===== src/rtl/adc_sample_conditioner.sv =====
// adc_sample_conditioner: per-channel offset/gain correction of raw ADC
// codes followed by a per-channel box-car average of 2^AVG_LOG2 samples.
// Ports:
//   clk, iRST                  clock, asynchronous active-high reset
//   in_valid/in_ch/in_data     raw sample strobe, channel tag, unsigned code
//   cfg_we/cfg_ch              runtime calibration write for one channel
//   cfg_offset/cfg_gain        signed offset and signed gain (1e-6 units)
//   out_valid/out_ch           averaged-result strobe and its channel
//   out_result                 offset-corrected code of the completing sample
//   out_prod                   averaged scaled value
//   ch_err                     sticky flag: sample seen with in_ch >= CH
module adc_sample_conditioner #(
   parameter int ADC_W      = 12,
   parameter int GAIN_W     = 15,
   parameter int CH         = 4,
   parameter int AVG_LOG2   = 2,
   parameter int DEF_OFFSET = 3041,
   parameter int DEF_GAIN   = 6268,
   localparam int CHW       = (CH > 1) ? $clog2(CH) : 1,
   localparam int RES_W     = ADC_W + 1,
   localparam int PROD_W    = RES_W + GAIN_W,
   localparam int ACC_W     = PROD_W + AVG_LOG2
) (
   input  logic              clk,
   input  logic              iRST,
   input  logic              in_valid,
   input  logic [CHW-1:0]    in_ch,
   input  logic [ADC_W-1:0]  in_data,
   input  logic              cfg_we,
   input  logic [CHW-1:0]    cfg_ch,
   input  logic [RES_W-1:0]  cfg_offset,
   input  logic [GAIN_W-1:0] cfg_gain,
   output logic              out_valid,
   output logic [CHW-1:0]    out_ch,
   output logic [RES_W-1:0]  out_result,
   output logic [PROD_W-1:0] out_prod,
   output logic              ch_err
);

   localparam int CNT_W = (AVG_LOG2 > 0) ? AVG_LOG2 : 1;
   localparam logic [CNT_W-1:0] CNT_LAST = CNT_W'((1 << AVG_LOG2) - 1);
   localparam logic [CHW:0] CH_LIM = (CHW + 1)'(CH);

   logic signed [RES_W-1:0]  offset [CH];
   logic signed [GAIN_W-1:0] gain   [CH];
   logic signed [ACC_W-1:0]  acc    [CH];
   logic [CNT_W-1:0]         cnt    [CH];

   logic                     s1_valid;
   logic [CHW-1:0]           s1_ch;
   logic signed [RES_W-1:0]  s1_res;
   logic signed [GAIN_W-1:0] s1_gain;

   logic                     s2_valid;
   logic [CHW-1:0]           s2_ch;
   logic signed [RES_W-1:0]  s2_res;
   logic signed [PROD_W-1:0] s2_prod;

   logic                     in_range;
   logic                     accept;
   logic                     s1_keep;
   logic                     s2_done;
   logic signed [RES_W-1:0]  res_next;
   logic signed [PROD_W-1:0] prod_next;
   logic signed [ACC_W-1:0]  sum;

   assign in_range = {1'b0, in_ch} < CH_LIM;

   // A calibration write kills any same-channel sample still ahead of
   // the accumulator, so no average mixes old and new calibration.
   assign accept  = in_valid && in_range && !(cfg_we && cfg_ch == in_ch);
   assign s1_keep = s1_valid && !(cfg_we && cfg_ch == s1_ch);

   assign res_next = $signed({1'b0, in_data}) - offset[in_ch];

   // Operands widened to the product width keep the low bits exact.
   assign prod_next = $signed({{GAIN_W{s1_res[RES_W-1]}}, s1_res})
                    * $signed({{RES_W{s1_gain[GAIN_W-1]}}, s1_gain});

   assign sum     = acc[s2_ch] + ACC_W'(s2_prod);
   assign s2_done = s2_valid && (cnt[s2_ch] == CNT_LAST);

   always_ff @(posedge clk or posedge iRST) begin
      if (iRST) begin
         for (int c = 0; c < CH; c++) begin
            offset[c] <= RES_W'(DEF_OFFSET);
            gain[c]   <= GAIN_W'(DEF_GAIN);
         end
      end else if (cfg_we) begin
         offset[cfg_ch] <= cfg_offset;
         gain[cfg_ch]   <= cfg_gain;
      end
   end

   always_ff @(posedge clk or posedge iRST) begin
      if (iRST) begin
         s1_valid <= 1'b0;
         s1_ch    <= '0;
         s1_res   <= '0;
         s1_gain  <= '0;
         s2_valid <= 1'b0;
         s2_ch    <= '0;
         s2_res   <= '0;
         s2_prod  <= '0;
      end else begin
         s1_valid <= accept;
         if (accept) begin
            s1_ch   <= in_ch;
            s1_res  <= res_next;
            s1_gain <= gain[in_ch];
         end
         s2_valid <= s1_keep;
         if (s1_keep) begin
            s2_ch   <= s1_ch;
            s2_res  <= s1_res;
            s2_prod <= prod_next;
         end
      end
   end

   // Clear from a calibration write is applied last so it wins over
   // an increment from a sample landing in the same cycle.
   always_ff @(posedge clk or posedge iRST) begin
      if (iRST) begin
         for (int c = 0; c < CH; c++) begin
            acc[c] <= '0;
            cnt[c] <= '0;
         end
      end else begin
         for (int c = 0; c < CH; c++) begin
            if (s2_valid && s2_ch == CHW'(c)) begin
               if (s2_done) begin
                  acc[c] <= '0;
                  cnt[c] <= '0;
               end else begin
                  acc[c] <= sum;
                  cnt[c] <= cnt[c] + 1'b1;
               end
            end
            if (cfg_we && cfg_ch == CHW'(c)) begin
               acc[c] <= '0;
               cnt[c] <= '0;
            end
         end
      end
   end

   // Arithmetic shift floors toward -inf; the truncation is lossless
   // because the average of PROD_W-bit values fits in PROD_W bits.
   always_ff @(posedge clk or posedge iRST) begin
      if (iRST) begin
         out_valid  <= 1'b0;
         out_ch     <= '0;
         out_result <= '0;
         out_prod   <= '0;
         ch_err     <= 1'b0;
      end else begin
         out_valid <= s2_done;
         if (s2_done) begin
            out_ch     <= s2_ch;
            out_result <= s2_res;
            out_prod   <= PROD_W'(sum >>> AVG_LOG2);
         end
         if (in_valid && !in_range) begin
            ch_err <= 1'b1;
         end
      end
   end

endmodule


===== config.mk =====
export PLATFORM = sky130hd
export DESIGN_NAME = adc_sample_conditioner
export DESIGN_NICKNAME = d
export VERILOG_FILES = /design/src/rtl/adc_sample_conditioner.sv
export SDC_FILE = /design/constraint.sdc
export NUM_CORES = 1
export LEC_CHECK = 0
export CAP_MARGIN = 10
export CORE_UTILIZATION = 45
export CTS_CLUSTER_SIZE = 8
export DETAILED_ROUTE_END_ITERATION = 6
export GPL_ROUTABILITY_DRIVEN = 0
export PLACE_DENSITY = 0.67
export REMOVE_ABC_BUFFERS = 1
export SLEW_MARGIN = 20
export SYNTH_ARGS = -nofsm -noshare
export SYNTH_HDL_FRONTEND = slang
export SYNTH_SLANG_ARGS = --single-unit

===== constraint.sdc =====
create_clock -name clk -period 14.46 [get_ports clk]
set_input_delay 4.338 -clock clk [delete_from_list [all_inputs] [get_ports clk]]
set_output_delay 4.338 -clock clk [all_outputs]
set_load 0.02 [all_outputs]

# After elaboration in Yosys (flattened, before gate mapping)
# Index checks and enable logic that the tools add are counted.
[word_totals] mem_bits_rw=0 n_memories=0 latch_bits=0 regBits=359 rom_bits=0
[classes] add_sub_neg=6 n_shift=0 mux=39 n_reduce_logical=22 mul=1 div=0 magnitude_cmp=4 n_bitwise=3 n_eq_ne=9
[ops] cell="30-bit 2-to-1 mux" n=11
[ops] cell="30-bit binary-select mux with 2-bit select" n=1
[ops] cell="60-bit bitwise mux" n=1
[ops] cell="52-bit bitwise mux" n=1
[ops] cell="15-bit 2-to-1 mux" n=3
[ops] cell="13-bit 2-to-1 mux" n=3
[ops] cell="30-bit by 28-bit adder with 30-bit output" n=1
[ops] cell="15-bit binary-select mux with 2-bit select" n=1
[ops] cell="15-bit demux with 2-bit select" n=1
[ops] cell="13-bit by 15-bit multiplier with 28-bit output" n=1
[ops] cell="2-bit 2-to-1 mux" n=14
[ops] cell="13-bit binary-select mux with 2-bit select" n=1
[ops] cell="13-bit demux with 2-bit select" n=1
[ops] cell="1-bit logical AND" n=14
[ops] cell="13-bit subtractor" n=1
[ops] cell="2-bit == test (second input constant)" n=5
[ops] cell="3-bit greater-or-equal comparator (second input constant)" n=3
[ops] cell="2-bit NOT with 3-bit output" n=3
[ops] cell="2-bit by 1-bit adder with 2-bit output (second input constant)" n=4
[ops] cell="2-bit nonzero test" n=4
[ops] cell="2-bit binary-select mux with 2-bit select" n=1
[ops] cell="2-bit by 1-bit == test with 1-bit output (second input constant)" n=2
[ops] cell="2-bit == test" n=2
[ops] cell="2-bit zero test" n=2
[ops] cell="other kinds (2)" n=3

# Longest topological paths before layout
[logic_depth] depth_word=9 mapped_depth=23 ltp_nobuf=21

# Least setup slack after synthesis
# OpenSTA, ideal clock, no wires.
[synth_path] path_kind="input to register" startpoint="input port in_ch[0]" endpoint="register s1_res[10]" setup_ps=125 setup_slack_ps=6942 t_required_ps=14335 cell_stages=13 arrival_ps=7394 path_buffers=2 path_cell_list="buf_2 -> buf_1 -> mux4_2 -> ha_1 -> fa_1 -> nor2b_1 -> o21ai_0 -> a21oi_1 -> o211ai_1 -> a21oi_1 -> nor3_1 -> xnor2_1 -> mux2_2"
[synth_between] elab_chain_len=5
[synth_lines] element="from (decl)" line="27" source="input logic [CHW-1:0] in_ch,"
[synth_lines] element="2-bit NOT with 3-bit output (implied by the code)" line="74" source="assign res_next = $signed({1'b0, in_data}) - offset[in_ch];"
[synth_lines] element="13-bit binary-select mux with 2-bit select" line="74"
[synth_lines] element="13-bit 2-to-1 mux (implied by the code) (2 in series)" line="74"
[synth_lines] element="13-bit subtractor" line="74"
[synth_lines] element="to (signal assigned)" line="109" source="s1_res <= res_next;"
[synth_lines] element="to (decl)" line="51" source="logic signed [RES_W-1:0] s1_res;"
# Several ways; a longest one is shown, not always the timed one. The select of a mux whose other input is x is not followed.
# A chain may end at the register's enable or synchronous reset.

# Final worst setup path
[layout_path] startpoint="input port in_ch[1]" endpoint="register s1_res[10]"
# The elaborated chain is that of the path after synthesis.

==> flow_summary.json <==
{
  "die-area_mm2": 0.05483,
  "fin_worst_skew_ps": 27.20,
  "rrSetupSlack_ps": 8010,
  "drc": 5,
  "n_antenna_cell": 0,
  "arrival_ps": 7620,
  "yosysSeqAreaShare_pct": 37.33,
  "synthArstFlopShare_pct": 100.0,
  "worst-path-max-fanout": 30,
  "grt-ovfl-total": 0,
  "clock_latency_ps": 600,
  "cp-endpoint": "s1_res[10]",
  "drive_gt1_share_pct": 9.922,
  "grt_pass1_wl_um": 97270,
  "crit_top_cell": "a21oi_1",
  "clock.fmax_mhz": 139.7,
  "initial_core_util_pct": 45.87,
  "reg2reg_depth": 17,
  "min_path_type": "reg2reg",
  "yosysWarnings": 0,
  "rows": 84,
  "via_per_inst": 5.541,
  "syn_to_final_growth_pct": 12.10,
  "ctsResizeCount": 0,
  "cts_buffer_depth": 3,
  "setup_viol": 0,
  "final_cell_mix": "nand2_1 (727), dfrtp_1 (302), inv_1 (221)",
  "cts_sinks": 359,
  "synth_ff_type": "dfrtp_1",
  "dp_hpwl_um": 40790,
  "violations": "DRC",
  "syn_area_mm2": 0.02425,
  "cp_cell_sequence": "clkdlybuf4s50_1 > buf_4 > mux4_2 > ha_1 > fa_1 > nor2b_1 > o21ai_0 > a21oi_1 > o211ai_1 > a21oi_1 > nor3_1 > xnor2_1 > mux2_2",
  "cts_tree": "done",
  "cp_num_cells": 13,
  "nets": 2896,
  "crit_path_start_kind": "primary input",
  "worst_path_max_delay_cell": "clkdlybuf4s50_1",
  "status": "finished with violations",
  "r2r_end": "s2_prod[26]",
  "io_pins": 93,
  "drv_slew": 0,
  "crit_path_max_incr_delay_ps": 460,
  "tns_ps": 0,
  "grt_pass1_vias": 18520,
  "crit_buf_inv": 2,
  "cp_top_family": "buffers and inverters",
  "finalCriticalPeriod_ps": 7159,
  "layout_commonest_cell": "nand2_1",
  "io_buffers": 91,
  "drt-pass1-iter-count": 7,
  "r2r_start": "s1_res[4]",
  "cts-root-buf": "clkbuf_16",
  "hold_buffers": 0,
  "cp.required_ps": 14920,
  "hold_depth": 2,
  "synth.lib_cells_used.distinct": 65,
  "detail-route-antenna-nets": 0,
  "max_cap_violations": 0,
  "endpoint_kind": "flip-flop",
  "cts_setup_buffers": 0,
  "tightest_slew_ps": 1153,
  "core_mm2": 0.05287,
  "dr_total_vias": 18050,
  "synth-seq-cells": 359,
  "rsz0062_at_grt": "false",
  "timing.slew.headroom_pct": 22.88,
  "clkSlewWorstSetupHoldPaths_ps": 50,
  "final_hold_viol_count": 0,
  "critPathLaunch": "in_ch[1]",
  "synth_edf_count": 0,
  "synthCells": 2511,
  "period_share_pct": 49.51,
  "antenna_found_initial": 0,
  "htreeDepth": 2,
  "grt_max_degree": 192,
  "wl_um": 59620,
  "die_y_um": 234.2,
  "drt_iter0_markers": 1405,
  "post_drt_wl_per_cell_um": 18.30,
  "syn_avg_cell_area_um2": 9.658,
  "numCtsBuffers": 51,
  "crit_type": "in2reg",
  "die_w_um": 234.2,
  "track_usage_pct": 22.38
}
## worst min-delay path by stage
stage	startpoint	end
3_5_place_dp	offset[33]	offset[33]
4_1_cts	offset[32]	offset[32]
6_report	offset[8]	offset[8]
2_1_floorplan	gain[17]	gain[17]
5_1_grt	offset[37]	offset[37]
3_3_place_gp	gain[32]	gain[32]
## routing by layer
layer  vias to the layer above  part of all wire [%]  global-route usage, %  wire (µm)
met4                         0                   2.9                  7.589       1741
met2                       594                    48                  35.96      28510
met1                      9084                    43                  30.91      25690
li1                       8260                     -                      -          -
met5                         -                     0                      0          0
met3                       116                   6.2                  3.538       3671
## cell type report
| class | instances | area (µm²) |
|---|---|---|
| clock buffers | 70 | 1379 |
| fillers | 4708 | 25680 |
| inverters | 224 | 848.3 |
| repair buffers | 113 | 1104 |
| well taps | 688 | 860.8 |
| multi-input cells | 1801 | 13900 |
| flip-flops and latches | 359 | 9055 |
| clock inverters | 3 | 40.04 |
## through the flow
step           cell area, µm²  utilization, %  cells  setup WS, ps  hold WS, ps
6_report                27190           51.43   3258          7301        456.1
3_5_place_dp            25740           48.69   3184          6757        447.6
4_1_cts                 27160           51.38   3257          7338        456.9
2_1_floorplan           23760               -   2384         252.7        437.0
5_1_grt                 27190           51.43   3258          7086        467.7
3_3_place_gp            25740           48.69   3184          6806        445.0
## sequential cells by signal (all words and copies together), names as in the netlist, 2 cells and up
name	count
acc	120
gain	60
offset	52
out_prod	28
s2_prod	28
s1_gain	15
out_result	13
s1_res	13
s2_res	13
cnt	8
out_ch	2
s1_ch	2
s2_ch	2
## cell usage after synthesis, drive strengths merged, types with 3 or more instances
library cell,number,area share [%]
a21boi,4,0.12
nand2,728,11
buf,21,0.39
o211ai,6,0.19
fa,186,15
nor2b,9,0.23
a22o,40,1.4
a211o,6,0.22
nor4,4,0.10
a22oi,18,0.56
nor3b,3,0.093
dfstp,56,6.1
nand3b,4,0.12
or2,5,0.13
inv,223,3.5
or3,4,0.10
and3,10,0.26
mux4,58,5.4
o31ai,5,0.18
nor2,64,0.99
and2,84,2.2
a21oi,112,2.4
nand2b,11,0.28
nor3,12,0.25
mux2,35,1.6
nand3,36,0.74
o21a,8,0.25
dfrtp,303,31
clkbuf,106,1.6
o21ai,92,1.9
nand4,8,0.21
xnor2,44,1.6
xor2,25,0.90
o21bai,8,0.25
a211oi,7,0.22
a21o,22,0.68
a31oi,6,0.18
nor4b,3,0.11
ha,112,5.8
## cells by family (layout without fill, tap and decap cells)
logic type	count (synthesis)	count (layout)	synth area share, %
adders and majority gates	298	298	21.13
muxes	93	93	7.011
buffers and inverters	351	410	5.500
other	1	1	0.01546
and+or+nand+nor	992	992	17.32
xor gates and xnor gates	69	69	2.492
DFF	359	359	37.33
AOI/OAI and AO/OA	348	348	9.199
## tightest hold or removal path, stage by stage (launching register included)
cell	delay (ps)
dfstp_2	360
nand2_1	50
nand2_1	40
Power is not shown: default switching activity piles up to over one toggle a cycle in this logic, so the estimate is an artifact.
